### src/rtl/proj_pkg.sv
// Shared types and helpers for the SSM projection dot-product accumulator.
// Holds the accumulator state enum and the sizing, rounding and saturation helpers.
package proj_pkg;

    typedef enum logic [0:0] {
        IDLE = 1'b0,
        ACC  = 1'b1
    } state_e;

    typedef struct packed {
        logic signed [63:0] value;
        logic               sat;
    } sat_res_t;

    function automatic int acc_width(input int data_width, input int max_len);
        return 2 * data_width + $clog2(max_len);
    endfunction

    // Half an output LSB, added before the arithmetic shift so that ties round up.
    function automatic logic [63:0] round_half(input int frac_bits);
        logic [63:0] half_v;
        if (frac_bits > 0) begin
            half_v = 64'd1 << (frac_bits - 1);
        end else begin
            half_v = 64'd0;
        end
        return half_v;
    endfunction

    function automatic sat_res_t sat_signed(input logic signed [63:0] val, input int width);
        sat_res_t           res_v;
        logic signed [63:0] max_v;
        logic signed [63:0] min_v;
        max_v = (64'sd1 <<< (width - 1)) - 64'sd1;
        min_v = -max_v - 64'sd1;
        if (val > max_v) begin
            res_v.value = max_v;
            res_v.sat   = 1'b1;
        end else if (val < min_v) begin
            res_v.value = min_v;
            res_v.sat   = 1'b1;
        end else begin
            res_v.value = val;
            res_v.sat   = 1'b0;
        end
        return res_v;
    endfunction

endpackage

### src/rtl/proj_dot_accum_if.sv
// Beat-stream input and valid/ready result channel of the projection accumulator.
interface proj_dot_accum_if #(
    parameter int DATA_WIDTH = 16,
    parameter int LEN_W      = 9
);
    logic                         in_valid;
    logic                         in_ready;
    logic signed [DATA_WIDTH-1:0] a_in;
    logic signed [DATA_WIDTH-1:0] b_in;
    logic                         in_last;
    logic                         abort;
    logic                         out_valid;
    logic                         out_ready;
    logic signed [DATA_WIDTH-1:0] result_out;
    logic [LEN_W-1:0]             out_len;
    logic                         out_sat;
    logic                         out_len_err;

    modport master (
        output in_valid, a_in, b_in, in_last, abort, out_ready,
        input  in_ready, out_valid, result_out, out_len, out_sat, out_len_err
    );

    modport slave (
        input  in_valid, a_in, b_in, in_last, abort, out_ready,
        output in_ready, out_valid, result_out, out_len, out_sat, out_len_err
    );
endinterface

### src/rtl/proj_dot_accum_chk.sv
// Checker for the projection accumulator: accumulator sizing and overflow.
module proj_dot_accum_chk
    import proj_pkg::*;
#(
    parameter int DATA_WIDTH = 16,
    parameter int ACC_WIDTH  = 40,
    parameter int MAX_LEN    = 256
) (
    input logic                        clk,
    input logic                        rst,
    input logic                        beat_i,
    input logic signed [ACC_WIDTH-1:0] acc_i,
    input logic signed [ACC_WIDTH-1:0] prod_i
);
    logic signed [ACC_WIDTH:0] wide_sum_s;

    // Exact sum with one extra bit, compared against its ACC_WIDTH truncation.
    always_comb begin
        wide_sum_s = (ACC_WIDTH + 1)'(acc_i) + (ACC_WIDTH + 1)'(prod_i);
    end

    // Accumulator must be wide enough for MAX_LEN full-scale products.
    always @(posedge clk) begin
        assert (ACC_WIDTH >= acc_width(DATA_WIDTH, MAX_LEN))
            else $error("proj_dot_accum: ACC_WIDTH too small for DATA_WIDTH/MAX_LEN");
    end

    // An accepted beat must never wrap the accumulator.
    always @(posedge clk) begin
        if (!rst && beat_i) begin
            assert (wide_sum_s == (ACC_WIDTH + 1)'(ACC_WIDTH'(wide_sum_s)))
                else $error("proj_dot_accum: accumulator overflow");
        end
    end
endmodule

### src/rtl/proj_dot_accum_requant_sat.sv
// Requantizer: round half up, arithmetic shift by FRAC_BITS, then clamp to DATA_WIDTH.
module requant_sat
    import proj_pkg::*;
#(
    parameter int DATA_WIDTH = 16,
    parameter int ACC_WIDTH  = 40,
    parameter int FRAC_BITS  = 8
) (
    input  logic signed [ACC_WIDTH-1:0]  sum_i,
    output logic signed [DATA_WIDTH-1:0] res_o,
    output logic                         sat_o
);
    // One guard bit keeps the rounding add from wrapping at the positive extreme.
    localparam logic signed [ACC_WIDTH:0] ROUND_C = (ACC_WIDTH + 1)'(round_half(FRAC_BITS));

    logic signed [ACC_WIDTH:0] biased_s;
    logic signed [ACC_WIDTH:0] shifted_s;
    sat_res_t                  sr_s;

    // Round, shift and saturate in one combinational pass.
    always_comb begin
        biased_s  = (ACC_WIDTH + 1)'(sum_i) + ROUND_C;
        shifted_s = biased_s >>> FRAC_BITS;
        sr_s      = sat_signed(64'(shifted_s), DATA_WIDTH);
        res_o     = DATA_WIDTH'(sr_s.value);
        sat_o     = sr_s.sat;
    end
endmodule

### src/rtl/proj_dot_accum.sv
// Streaming dot-product accumulator for the X_PROJ / delta_t_PROJ phases:
// multiply-accumulate per beat, requantize on the closing beat, hold in a valid/ready register.
module proj_dot_accum
    import proj_pkg::*;
#(
    parameter int DATA_WIDTH = 16,
    parameter int ACC_WIDTH  = 40,
    parameter int FRAC_BITS  = 8,
    parameter int MAX_LEN    = 256
) (
    input logic            clk,
    input logic            rst,
    proj_dot_accum_if.slave bus
);
    localparam int               LEN_W     = $clog2(MAX_LEN + 1);
    localparam logic [LEN_W-1:0] MAX_LEN_C = LEN_W'(MAX_LEN);

    state_e                       state_q, state_d;
    logic signed [ACC_WIDTH-1:0]  acc_q, acc_d;
    logic [LEN_W-1:0]             cnt_q, cnt_d;
    logic                         out_valid_q, out_valid_d;
    logic signed [DATA_WIDTH-1:0] result_q, result_d;
    logic [LEN_W-1:0]             out_len_q, out_len_d;
    logic                         out_sat_q, out_sat_d;
    logic                         out_len_err_q, out_len_err_d;

    logic                           in_ready_s;
    logic                           beat_s;
    logic                           last_beat_s;
    logic                           closing_s;
    logic [LEN_W-1:0]               cnt_inc_s;
    logic signed [2*DATA_WIDTH-1:0] prod_full_s;
    logic signed [ACC_WIDTH-1:0]    prod_s;
    logic signed [ACC_WIDTH-1:0]    base_s;
    logic signed [ACC_WIDTH-1:0]    sum_s;
    logic signed [DATA_WIDTH-1:0]   rq_res_s;
    logic                           rq_sat_s;

    // Handshake, full-width product and running sum for the current beat.
    always_comb begin
        in_ready_s  = !(out_valid_q && !bus.out_ready);
        beat_s      = bus.in_valid && in_ready_s;
        prod_full_s = (2 * DATA_WIDTH)'(bus.a_in) * (2 * DATA_WIDTH)'(bus.b_in);
        prod_s      = ACC_WIDTH'(prod_full_s);
        case (state_q)
            IDLE:    base_s = '0;
            ACC:     base_s = acc_q;
            default: base_s = '0;
        endcase
        sum_s       = base_s + prod_s;
        cnt_inc_s   = cnt_q + LEN_W'(1);
        last_beat_s = bus.in_last || (cnt_inc_s == MAX_LEN_C);
        closing_s   = beat_s && !bus.abort && last_beat_s;
    end

    requant_sat #(
        .DATA_WIDTH (DATA_WIDTH),
        .ACC_WIDTH  (ACC_WIDTH),
        .FRAC_BITS  (FRAC_BITS)
    ) u_requant (
        .sum_i (sum_s),
        .res_o (rq_res_s),
        .sat_o (rq_sat_s)
    );

    // Accumulator, beat counter and state; abort wins over a simultaneous beat.
    always_comb begin
        state_d = state_q;
        acc_d   = acc_q;
        cnt_d   = cnt_q;
        if (bus.abort) begin
            state_d = IDLE;
            acc_d   = '0;
            cnt_d   = '0;
        end else if (beat_s) begin
            if (last_beat_s) begin
                state_d = IDLE;
                acc_d   = '0;
                cnt_d   = '0;
            end else begin
                state_d = ACC;
                acc_d   = sum_s;
                cnt_d   = cnt_inc_s;
            end
        end else begin
            state_d = state_q;
            acc_d   = acc_q;
            cnt_d   = cnt_q;
        end
    end

    // Result register: a closing beat reloads it even while the old result drains.
    always_comb begin
        out_valid_d   = out_valid_q;
        result_d      = result_q;
        out_len_d     = out_len_q;
        out_sat_d     = out_sat_q;
        out_len_err_d = out_len_err_q;
        if (closing_s) begin
            out_valid_d   = 1'b1;
            result_d      = rq_res_s;
            out_len_d     = cnt_inc_s;
            out_sat_d     = rq_sat_s;
            out_len_err_d = !bus.in_last;
        end else if (out_valid_q && bus.out_ready) begin
            out_valid_d = 1'b0;
        end else begin
            out_valid_d = out_valid_q;
        end
    end

    // State and output registers with synchronous reset.
    always_ff @(posedge clk) begin
        if (rst) begin
            state_q       <= IDLE;
            acc_q         <= '0;
            cnt_q         <= '0;
            out_valid_q   <= 1'b0;
            result_q      <= '0;
            out_len_q     <= '0;
            out_sat_q     <= 1'b0;
            out_len_err_q <= 1'b0;
        end else begin
            state_q       <= state_d;
            acc_q         <= acc_d;
            cnt_q         <= cnt_d;
            out_valid_q   <= out_valid_d;
            result_q      <= result_d;
            out_len_q     <= out_len_d;
            out_sat_q     <= out_sat_d;
            out_len_err_q <= out_len_err_d;
        end
    end

    assign bus.in_ready    = in_ready_s;
    assign bus.out_valid   = out_valid_q;
    assign bus.result_out  = result_q;
    assign bus.out_len     = out_len_q;
    assign bus.out_sat     = out_sat_q;
    assign bus.out_len_err = out_len_err_q;

    proj_dot_accum_chk #(
        .DATA_WIDTH (DATA_WIDTH),
        .ACC_WIDTH  (ACC_WIDTH),
        .MAX_LEN    (MAX_LEN)
    ) u_chk (
        .clk    (clk),
        .rst    (rst),
        .beat_i (beat_s && !bus.abort),
        .acc_i  (base_s),
        .prod_i (prod_s)
    );
endmodule
### src/flat_wrapper.sv
// flat-port wrapper written by rule: the top's interface ports become plain ports
module proj_dot_accum_flat import proj_pkg::*;
#(
    parameter int DATA_WIDTH = 16,
    parameter int ACC_WIDTH  = 40,
    parameter int FRAC_BITS  = 8,
    parameter int MAX_LEN    = 256
)
  (clk, rst, bus_in_valid, bus_a_in, bus_b_in, bus_in_last, bus_abort, bus_out_ready, bus_in_ready, bus_out_valid, bus_result_out, bus_out_len, bus_out_sat, bus_out_len_err);
  proj_dot_accum_if #(.DATA_WIDTH(DATA_WIDTH)) bus_i ();
  input logic clk;
  input logic rst;
  input wire logic [$bits(bus_i.in_valid)-1:0] bus_in_valid;
  input wire logic [$bits(bus_i.a_in)-1:0] bus_a_in;
  input wire logic [$bits(bus_i.b_in)-1:0] bus_b_in;
  input wire logic [$bits(bus_i.in_last)-1:0] bus_in_last;
  input wire logic [$bits(bus_i.abort)-1:0] bus_abort;
  input wire logic [$bits(bus_i.out_ready)-1:0] bus_out_ready;
  output wire logic [$bits(bus_i.in_ready)-1:0] bus_in_ready;
  output wire logic [$bits(bus_i.out_valid)-1:0] bus_out_valid;
  output wire logic [$bits(bus_i.result_out)-1:0] bus_result_out;
  output wire logic [$bits(bus_i.out_len)-1:0] bus_out_len;
  output wire logic [$bits(bus_i.out_sat)-1:0] bus_out_sat;
  output wire logic [$bits(bus_i.out_len_err)-1:0] bus_out_len_err;
  assign bus_i.in_valid = bus_in_valid;
  assign bus_i.a_in = bus_a_in;
  assign bus_i.b_in = bus_b_in;
  assign bus_i.in_last = bus_in_last;
  assign bus_i.abort = bus_abort;
  assign bus_i.out_ready = bus_out_ready;
  assign bus_in_ready = bus_i.in_ready;
  assign bus_out_valid = bus_i.out_valid;
  assign bus_result_out = bus_i.result_out;
  assign bus_out_len = bus_i.out_len;
  assign bus_out_sat = bus_i.out_sat;
  assign bus_out_len_err = bus_i.out_len_err;
  proj_dot_accum #(.DATA_WIDTH(DATA_WIDTH), .ACC_WIDTH(ACC_WIDTH), .FRAC_BITS(FRAC_BITS), .MAX_LEN(MAX_LEN)) u_core (.clk(clk), .rst(rst), .bus(bus_i));
endmodule
### config.mk
export PLATFORM = sky130hd
export DESIGN_NAME = proj_dot_accum_flat
export DESIGN_NICKNAME = d
export VERILOG_FILES = /design/src/rtl/proj_pkg.sv /design/src/rtl/proj_dot_accum_if.sv /design/src/rtl/proj_dot_accum_chk.sv /design/src/rtl/proj_dot_accum_requant_sat.sv /design/src/rtl/proj_dot_accum.sv /design/src/flat_wrapper.sv
export SDC_FILE = /design/constraint.sdc
export NUM_CORES = 1
export LEC_CHECK = 0
export BUFFER_PORTS_ARGS = -buffer_cell sky130_fd_sc_hd__buf_2
export CAP_MARGIN = 15
export CORE_UTILIZATION = 55
export CTS_BUF_LIST = sky130_fd_sc_hd__clkbuf_8
export DETAILED_ROUTE_END_ITERATION = 7
export PLACE_DENSITY = 0.72
export SYNTH_ARGS = -nofsm -noshare
export SYNTH_HDL_FRONTEND = slang
export SYNTH_HIERARCHICAL = 1
export SYNTH_SLANG_ARGS = --single-unit
### constraint.sdc
create_clock -name clk -period 9.9 [get_ports clk]
set_input_delay 0.495 -clock clk [delete_from_list [all_inputs] [get_ports clk]]
set_output_delay 0.495 -clock clk [all_outputs]
set_load 0.1 [all_outputs]
# After elaboration in Yosys (flattened, before gate mapping)
# Index checks and enable logic that the tools add are counted.
# Widths: inputs -> output; s select.
# op_classes
add_sub_neg	3
mul	1
order_cmp	2
n_eq_ne	1
mux	8
n_bitwise	1
reduce_logical	12
# ops
op	count
$pmux 40 s2	1
$add 40x9->41 const B	1
$add 40x32->40	1
$mux 40	1
$mux 17	2
$gt 33x16->1 const B	1
$lt 33x16->1 const B	1
$mul 16x16->32	1
$add 9x1->9 const B	1
$eq 9x9->1 const B	1
$mux 9	1
$logic_and 1x1->1	5
$logic_not 1->1	4
$mux 1	3
$reduce_bool 2->1	1
$reduce_or 2->1	1
$logic_or 1x1->1	1
$not 1->1	1
# totals
register_bits	78
inputBits	38
word_cells	36

# Logic depth before layout (Yosys ltp)
# Gate-level depths: netlist of run 1.
# depth
word_depth	7
depth_mapped	35
depth_no_buf	32

# Cells and area by module
# The synthesis of run 1 kept the hierarchy.
# modules_own_cells
mod	instances	cells_each	area_each_um2
proj_dot_accum	1	1734	15586.2
requant_sat	1	163	1144.8

# Least setup slack after synthesis of run 1
# No wires, ideal clock.
# synth_timing
kind	input to register
from	input port bus_b_in[1]
to	register u_core.result_q[14], in the netlist u_core/bus.result_out[14]
setup_time_ns	0.132
arrival_time_ns	8.657
t_required_ns	9.768
slack_ns	1.111
stages	32
n_path_buf	3
cell_sequence	clkbuf_1 -> nand2_1 -> inv_1 -> fa_1 -> inv_1 -> fa_1 -> inv_1 -> fa_1 -> fa_1 -> fa_1 -> inv_1 -> fa_1 -> inv_1 -> ha_1 -> clkbuf_1 -> nand2_1 -> o21ai_0 -> nor2_1 -> and4_1 -> nor3_1 -> nand2b_1 -> xor2_1 -> nand2_1 -> or4_1 -> nor4_4 -> mux2_2 -> o21a_1 -> o41ai_4 -> buf_6 -> o21ai_2 -> nand2_1 -> a21oi_1
# synth_via
elab_chain_cells	6
# synth_rtl
item	line	rtl
start, declared	flat_wrapper.sv:15	input wire logic [$bits(bus_i.b_in)-1:0] bus_b_in;
$mul 16x16->32 *	proj_dot_accum.sv:43	prod_full_s = (2 * DATA_WIDTH)'(bus.a_in) * (2 * DATA_WIDTH)'(bus.b_in);
$add 40x32->40 *	proj_dot_accum.sv:50	sum_s = base_s + prod_s;
net u_core.sum_s[31]	proj_dot_accum.sv:35	logic signed [ACC_WIDTH-1:0] sum_s;
$add 40x9->41 *	proj_dot_accum_requant_sat.sv:22	biased_s = (ACC_WIDTH + 1)'(sum_i) + ROUND_C;
$lt 33x16->1	proj_pkg.sv:39	end else if (val < min_v) begin
$mux 17	proj_pkg.sv:39	
$mux 17 *	proj_pkg.sv:36	if (val > max_v) begin
net u_core.rq_res_s[14]	proj_dot_accum.sv:36	logic signed [DATA_WIDTH-1:0] rq_res_s;
end signal, assigned	proj_dot_accum.sv:128	result_q <= result_d;
end, declared	proj_dot_accum.sv:22	logic signed [DATA_WIDTH-1:0] result_q, result_d;
# The timed path passes the listed nets; every way through them passes the cells marked *.
# A chain may end at the register's enable or synchronous reset.

# Worst setup path in the final report of run 1
# layout_timing
from	input port bus_a_in[15]
to	register u_core.result_q[2], in the netlist u_core/bus.result_out[2]
# layout_via
elab_chain_cells	6
# layout_rtl
item	line	rtl
start, declared	flat_wrapper.sv:14	input wire logic [$bits(bus_i.a_in)-1:0] bus_a_in;
$mul 16x16->32 *	proj_dot_accum.sv:43	
$add 40x32->40 *	proj_dot_accum.sv:50	
net u_core.sum_s[28]	proj_dot_accum.sv:35	
$add 40x9->41 *	proj_dot_accum_requant_sat.sv:22	
$lt 33x16->1	proj_pkg.sv:39	
$mux 17	proj_pkg.sv:39	
$mux 17 *	proj_pkg.sv:36	
net u_core.rq_res_s[2]	proj_dot_accum.sv:36	
# Marks and branches as above.

==> results.ini, run 1 <==
[outcome]
status = finished, final reports clean

[worst_setup_path]
r2r_end = u_core/bus.result_out[2]
r2r_cells = 27
cp.required_ns = 10.12
crit_path_start_kind = input port
critPathKind = in2reg
critPathTopFamily = adder cells
rrSetupSlack_ns = 1.63
regToRegStartpoint = u_core/state_q
cp.arrival_ns = 9.29
endpoint_kind = flip-flop
crit_slowest_cell = fa_1
critPathMaxStageDelay_ns = 0.76
cp_max_fo = 16
path_buf_inv = 7

[floorplanning]
io_pins = 67
die_w_um = 176
die-area_mm2 = 0.0311
chipHeight_um = 176
core_mm2 = 0.0298
initial_core_util_pct = 56.1
fp-row-count = 63

[worst_hold_path]
hold_start = bus_in_last
hold-path-endpoint = u_core/bus.out_len_err
hold_depth = 2
hp-class = in2reg

[placement]
io_buffers = 66
gp_congestion = 0.899
hpwl_um = 32500
post-place-ws_ns = 0.483
place_inst = 2299

[clocking]
cts_sinks = 78
clock-root-buffer = clkbuf_8
clk_latency_ns = 0.35
postCtsSetupBuffers = 0
clockBufferDepth = 2
cts_tree = done
clk_transition_reported_paths_ns = 0.08
cts-resized-gates = 0
cts_hold_buf = 0
htreeDepth = 3
cts-buffers-inserted = 9

[detailed_routing]
drc = 0
wl_per_cell_um = 16.9
ant_nets = 0
drt_pass1_iterations = 5
drtIter0Drc = 1007
post_drt_via_cell_ratio = 5.52
wl_um = 39200
vias = 12800

[finish]
antennaDiodeCount = 0
area_delta_synth_final_pct = 4.98
utilization_pct = 58.9
final_nets = 2406
drive_above_1_share_pct = 7.32
fin_cells = 2315

[timing]
slew_viol_final = 0
fin_skew_ns = 0.00857
fin_tns_setup_ns = 0
relSlewSlack_pct = 35.0
min_period_over_period_pct = 91.6
rsz0062_at_grt = false
hold_viol_final = 0
setup_viol = 0
min_period_ns = 9.07
fmax_mhz = 110
fin_ws_ns = 0.828
worst_pin_slew_ns = 0.975

[global_route]
grt_max_degree = 35
grt_pass1_vias = 13200
grt_pass1_wl_um = 67200
grt_antenna_before_repair = 0
grt_overflow = 0
grt_util_all_layers_pct = 27.1

[synth]
syn_nets = 2382
avgSynthCellArea_um2 = 8.82
ys_warn_count = 6
synth_cells = 1896
synth_area_mm2 = 0.0167

[job]
max_cap_viol_count = 0

per-stage QoR:
step / cell area [um^2] / hold slack [ns]
CTS: 17600 / 0.401
floorplan: 16700 / 0.427
detailed placement: 17400 / 0.439
global route: 17600 / 0.408
global placement: 17400 / 0.434
finish: 17600 / 0.427
cells in the final DEF, fill, tap and decap left out, drive strengths merged, types with 15 or more instances in the layout:
cell / n
a21oi: 83
nor3: 17
o21ai: 43
nand2: 218
a21o: 15
dfxtp: 78
nor2: 66
inv: 394
ha: 118
and2: 155
nand3: 36
xor2: 26
a22o: 19
fa: 330
nand4: 22
xnor2: 36
buf: 88
sequential cells by signal, indices dropped and copies added, names as in the netlist:
| signal | flops |
|---|---|
| u_core/bus.result_out | 16 |
| u_core/bus.out_len_err | 1 |
| u_core/cnt_q | 9 |
| u_core/bus.out_valid | 1 |
| u_core/state_q | 1 |
| u_core/acc_q | 40 |
| u_core/bus.out_sat | 1 |
| u_core/bus.out_len | 9 |
layer usage:
layer	GRT usage, %	up-vias	wire length [um]
met5	0	-	0
met4	6.14	0	681
met3	2.02	46	1860
met2	42.9	360	18000
met1	40.6	6417	18700
li1	-	5945	-
worst max-delay path by stage:
stage	slack (ns)	from	to	cells after the start
after floorplan	1.11	bus_b_in[1]	u_core/bus.result_out[14]	32
after global placement	0.69	bus_b_in[3]	u_core/bus.result_out[3]	29
after detailed placement	0.48	bus_a_in[15]	u_core/bus.result_out[2]	30
after CTS	0.87	bus_a_in[15]	u_core/bus.result_out[3]	30
after global routing	0.15	bus_a_in[15]	u_core/bus.result_out[4]	30
final	0.83	bus_a_in[15]	u_core/bus.result_out[2]	30
layout make-up:
class                           count  area (um^2)
Fill cell                        2694        12200
Timing Repair Buffer               88          495
Tap cell                          390          488
Multi-Input combinational cell   1351        13400
Inverter                          392         1470
Clock buffer                       10          138
Sequential cell                    78         1560
Clock inverter                      6         37.5
Power of run 1 is left out: the tool's default activity adds up to more than one toggle a clock period on the data nets, which glitch-free logic cannot reach.
==> inputs of run 2 (changes only) <==
--- a/config.mk
+++ b/config.mk
@@ -13,5 +13,4 @@
 export PLACE_DENSITY = 0.72
 export SYNTH_ARGS = -nofsm -noshare
 export SYNTH_HDL_FRONTEND = slang
-export SYNTH_HIERARCHICAL = 1
 export SYNTH_SLANG_ARGS = --single-unit
==> run 2 against run 1 <==
Net effect:
- the flow now finishes with violations (design-rule violations)
- sequential share of layout area shrank 0.21 points
- routed wire length up 5.7%
- critical path depth shrank 3
- critical endpoint is now u_core.bus.result_out[4]
==> results.ini, run 2 <==
[finish]
layout_common_cells = inv_1 (411), fa_1 (329), nand2_1 (199), and2_1 (165), ha_1 (118)
final_common_cell = inv_1
largest_register = u_core.acc_q
final_nets = 2448  ; +1.7%
antennaDiodeCount = 0  ; unchanged
drive_above_1_share_pct = 7.12  ; -0.21 points
area_delta_synth_final_pct = 3.97
largest_reg_flops = 40  ; unchanged
final_area_mm2 = 0.0180  ; +2.5%

[timing]
fin_tns_setup_ns = 0  ; unchanged
min_period_ns = 9.12  ; +0.0502 ns
min_period_over_period_pct = 92.1  ; +0.51 points
hold_viol_final = 0  ; unchanged
relSlewSlack_pct = 23.5  ; -12 points
slew_viol_final = 0  ; unchanged
setup_viol = 0  ; unchanged
rsz0062_at_grt = false
worst_pin_slew_ns = 1.15  ; +0.173 ns
fin_skew_ns = 0.0199  ; +0.0114 ns
fmax_mhz = 110  ; -0.55%

[clocking]
htreeDepth = 3  ; unchanged
postCtsSetupBuffers = 0  ; unchanged
cts_hold_buf = 0  ; unchanged
cts-resized-gates = 0  ; unchanged
cts_sinks = 78  ; unchanged
cts-buffers-inserted = 9  ; unchanged
clockBufferDepth = 2  ; unchanged
clk_latency_ns = 0.40  ; +0.05 ns
clk_transition_reported_paths_ns = 0.11  ; +0.03 ns
cts_tree = done
clock-root-buffer = clkbuf_8

[global_route]
grt_pass1_wl_um = 71600  ; +6.5%
grt_pass1_vias = 14100  ; +6.8%
grt_antenna_before_repair = 0  ; unchanged
grt_util_all_layers_pct = 28.3  ; +1.2 points
grt_overflow = 0  ; unchanged
grt_max_degree = 60  ; +71%

[placement]
hpwl_um = 34200  ; +5.5%
io_buffers = 66  ; unchanged
gp_congestion = 0.921  ; +2.5%
place_area_mm2 = 0.0178  ; +2.4%

[detailed_routing]
drtIter0Drc = 830  ; -18%
ant_nets = 0  ; unchanged
post_drt_via_cell_ratio = 5.66  ; +2.6%
wl_per_cell_um = 17.5  ; +3.6%
vias = 13400  ; +4.7%
drc = 8  ; +8
wl_um = 41500  ; +5.7%
drt_pass1_iterations = 8  ; +3

[floorplanning]
chipHeight_um = 179  ; +1.7%
io_pins = 67  ; unchanged
core_mm2 = 0.0307  ; +3.2%
die_w_um = 179  ; +1.7%
die-area_mm2 = 0.0322  ; +3.4%
fp-row-count = 64  ; +1.6%
initial_core_util_pct = 56.3  ; +0.14 points

[synth]
synth_common_cells = inv_1 (411), fa_1 (330), nand2_1 (200)
synth_edf_count = 0
ys_warn_count = 0  ; -6
yosysMostFrequentCell = inv_1
synth_cell_types = 96
ys_async_sr_fraction_pct = 0
yosysTopAreaCell = fa_1
synth_cells = 1968  ; +3.8%
synth_area_mm2 = 0.0173  ; +3.5%
syn_nets = 2454  ; +3.0%
synthFlopType = dfxtp_1
ys_top_cells_by_area = fa_1 (38%), dfxtp_1 (9.0%), inv_1 (8.9%), ha_1 (8.5%), and2_1 (6.0%)
ys_ff_latch = 78
yosysSeqAreaShare_pct = 9.02
synth_top_area_share_pct = 38.2
avgSynthCellArea_um2 = 8.79  ; -0.33%

[worst_setup_path]
cp.arrival_ns = 9.45  ; +0.16 ns
r2r_cells = 24  ; -11%
regToRegStartpoint = u_core.state_q
crit_path_start_kind = input port
cp.required_ns = 10.22  ; +0.10 ns
cp_max_fo = 16  ; unchanged
critPathKind = in2reg
rrSetupSlack_ns = 1.76  ; +0.13 ns
endpoint_kind = flip-flop
r2r_end = u_core.bus.result_out[4]

[outcome]
status = finished with violations
violations = design-rule violations

[worst_hold_path]
hold-path-endpoint = u_core.bus.out_len_err
hold_depth = 2  ; unchanged
hp-class = in2reg
hold_start = bus_in_last

[job]
max_cap_viol_count = 0  ; unchanged

## run 2: worst max-delay path, stage by stage
cell	delay, ns
buf_2	0.28
nand2_1	0.18
fa_1	0.59
inv_1	0.08
fa_1	0.48
inv_1	0.39
fa_1	0.65
fa_1	0.60
inv_1	0.06
fa_1	0.52
inv_1	0.05
fa_1	0.54
inv_1	0.05
ha_1	0.47
nand3_1	0.16
nor3_1	0.41
inv_1	0.07
a221oi_1	0.45
nor3_1	0.18
xnor2_1	0.45
nand3_1	0.28
or3_4	0.46
and3b_1	0.26
a21boi_2	0.10
or3_1	0.36
a31oi_2	0.61
a221o_1	0.21
## run 2: through the flow
stage / util [%] / setup WS [ns] / hold slack [ns] / cells
floorplan: - / 1.62 / 0.427 / 1968
global placement: 57.9 / 0.657 / 0.433 / 2347
detailed placement: 57.9 / 0.492 / 0.444 / 2347
CTS: 58.5 / 0.852 / 0.383 / 2363
global route: 58.5 / 0.323 / 0.404 / 2363
finish: 58.5 / 0.778 / 0.396 / 2363
## run 2: kinds of logic (layout without fill, tap and decap cells)
group / Yosys count / in the layout / share of synthesized area [%]
mux: 6 / 6 / 0.354
compound gates: 263 / 263 / 11.3
buf+inv: 505 / 504 / 11.4
fa+ha+maj: 448 / 448 / 46.7
simple gates: 606 / 606 / 18.1
flops: 78 / 78 / 9.02
xor+xnor: 62 / 62 / 3.14
## run 2: how the worst max path moves through the flow
| stage | end | depth (start not counted) | slack (ns) | from |
|---|---|---|---|---|
| 3_5_place_dp | u_core.bus.out_sat | 27 | 0.49 | bus_b_in[4] |
| 5_1_grt | u_core.bus.result_out[4] | 27 | 0.32 | bus_b_in[5] |
| 6_report | u_core.bus.result_out[4] | 27 | 0.78 | bus_b_in[5] |
| 2_1_floorplan | u_core.bus.result_out[4] | 29 | 1.62 | bus_a_in[15] |
| 4_1_cts | u_core.bus.result_out[4] | 27 | 0.85 | bus_b_in[4] |
| 3_3_place_gp | u_core.bus.out_sat | 28 | 0.66 | bus_b_in[8] |
## run 2: final cells by class
type	count	area [um^2]
Tap cell	396	495
Clock buffer	9	124
Timing Repair Buffer	77	413
Fill cell	2783	12800
Clock inverter	7	72.6
Multi-Input combinational cell	1385	13800
Inverter	411	1540
Sequential cell	78	1560
## run 2: per-layer routing
layer | global-route usage (%) | routed length (um)
met1 | 37.2 | 17700
met2 | 49.5 | 21200
met3 | 2.97 | 1550
met4 | 7.77 | 1010
met5 | 0 | 0
Power of run 2 is left out for the same reason.
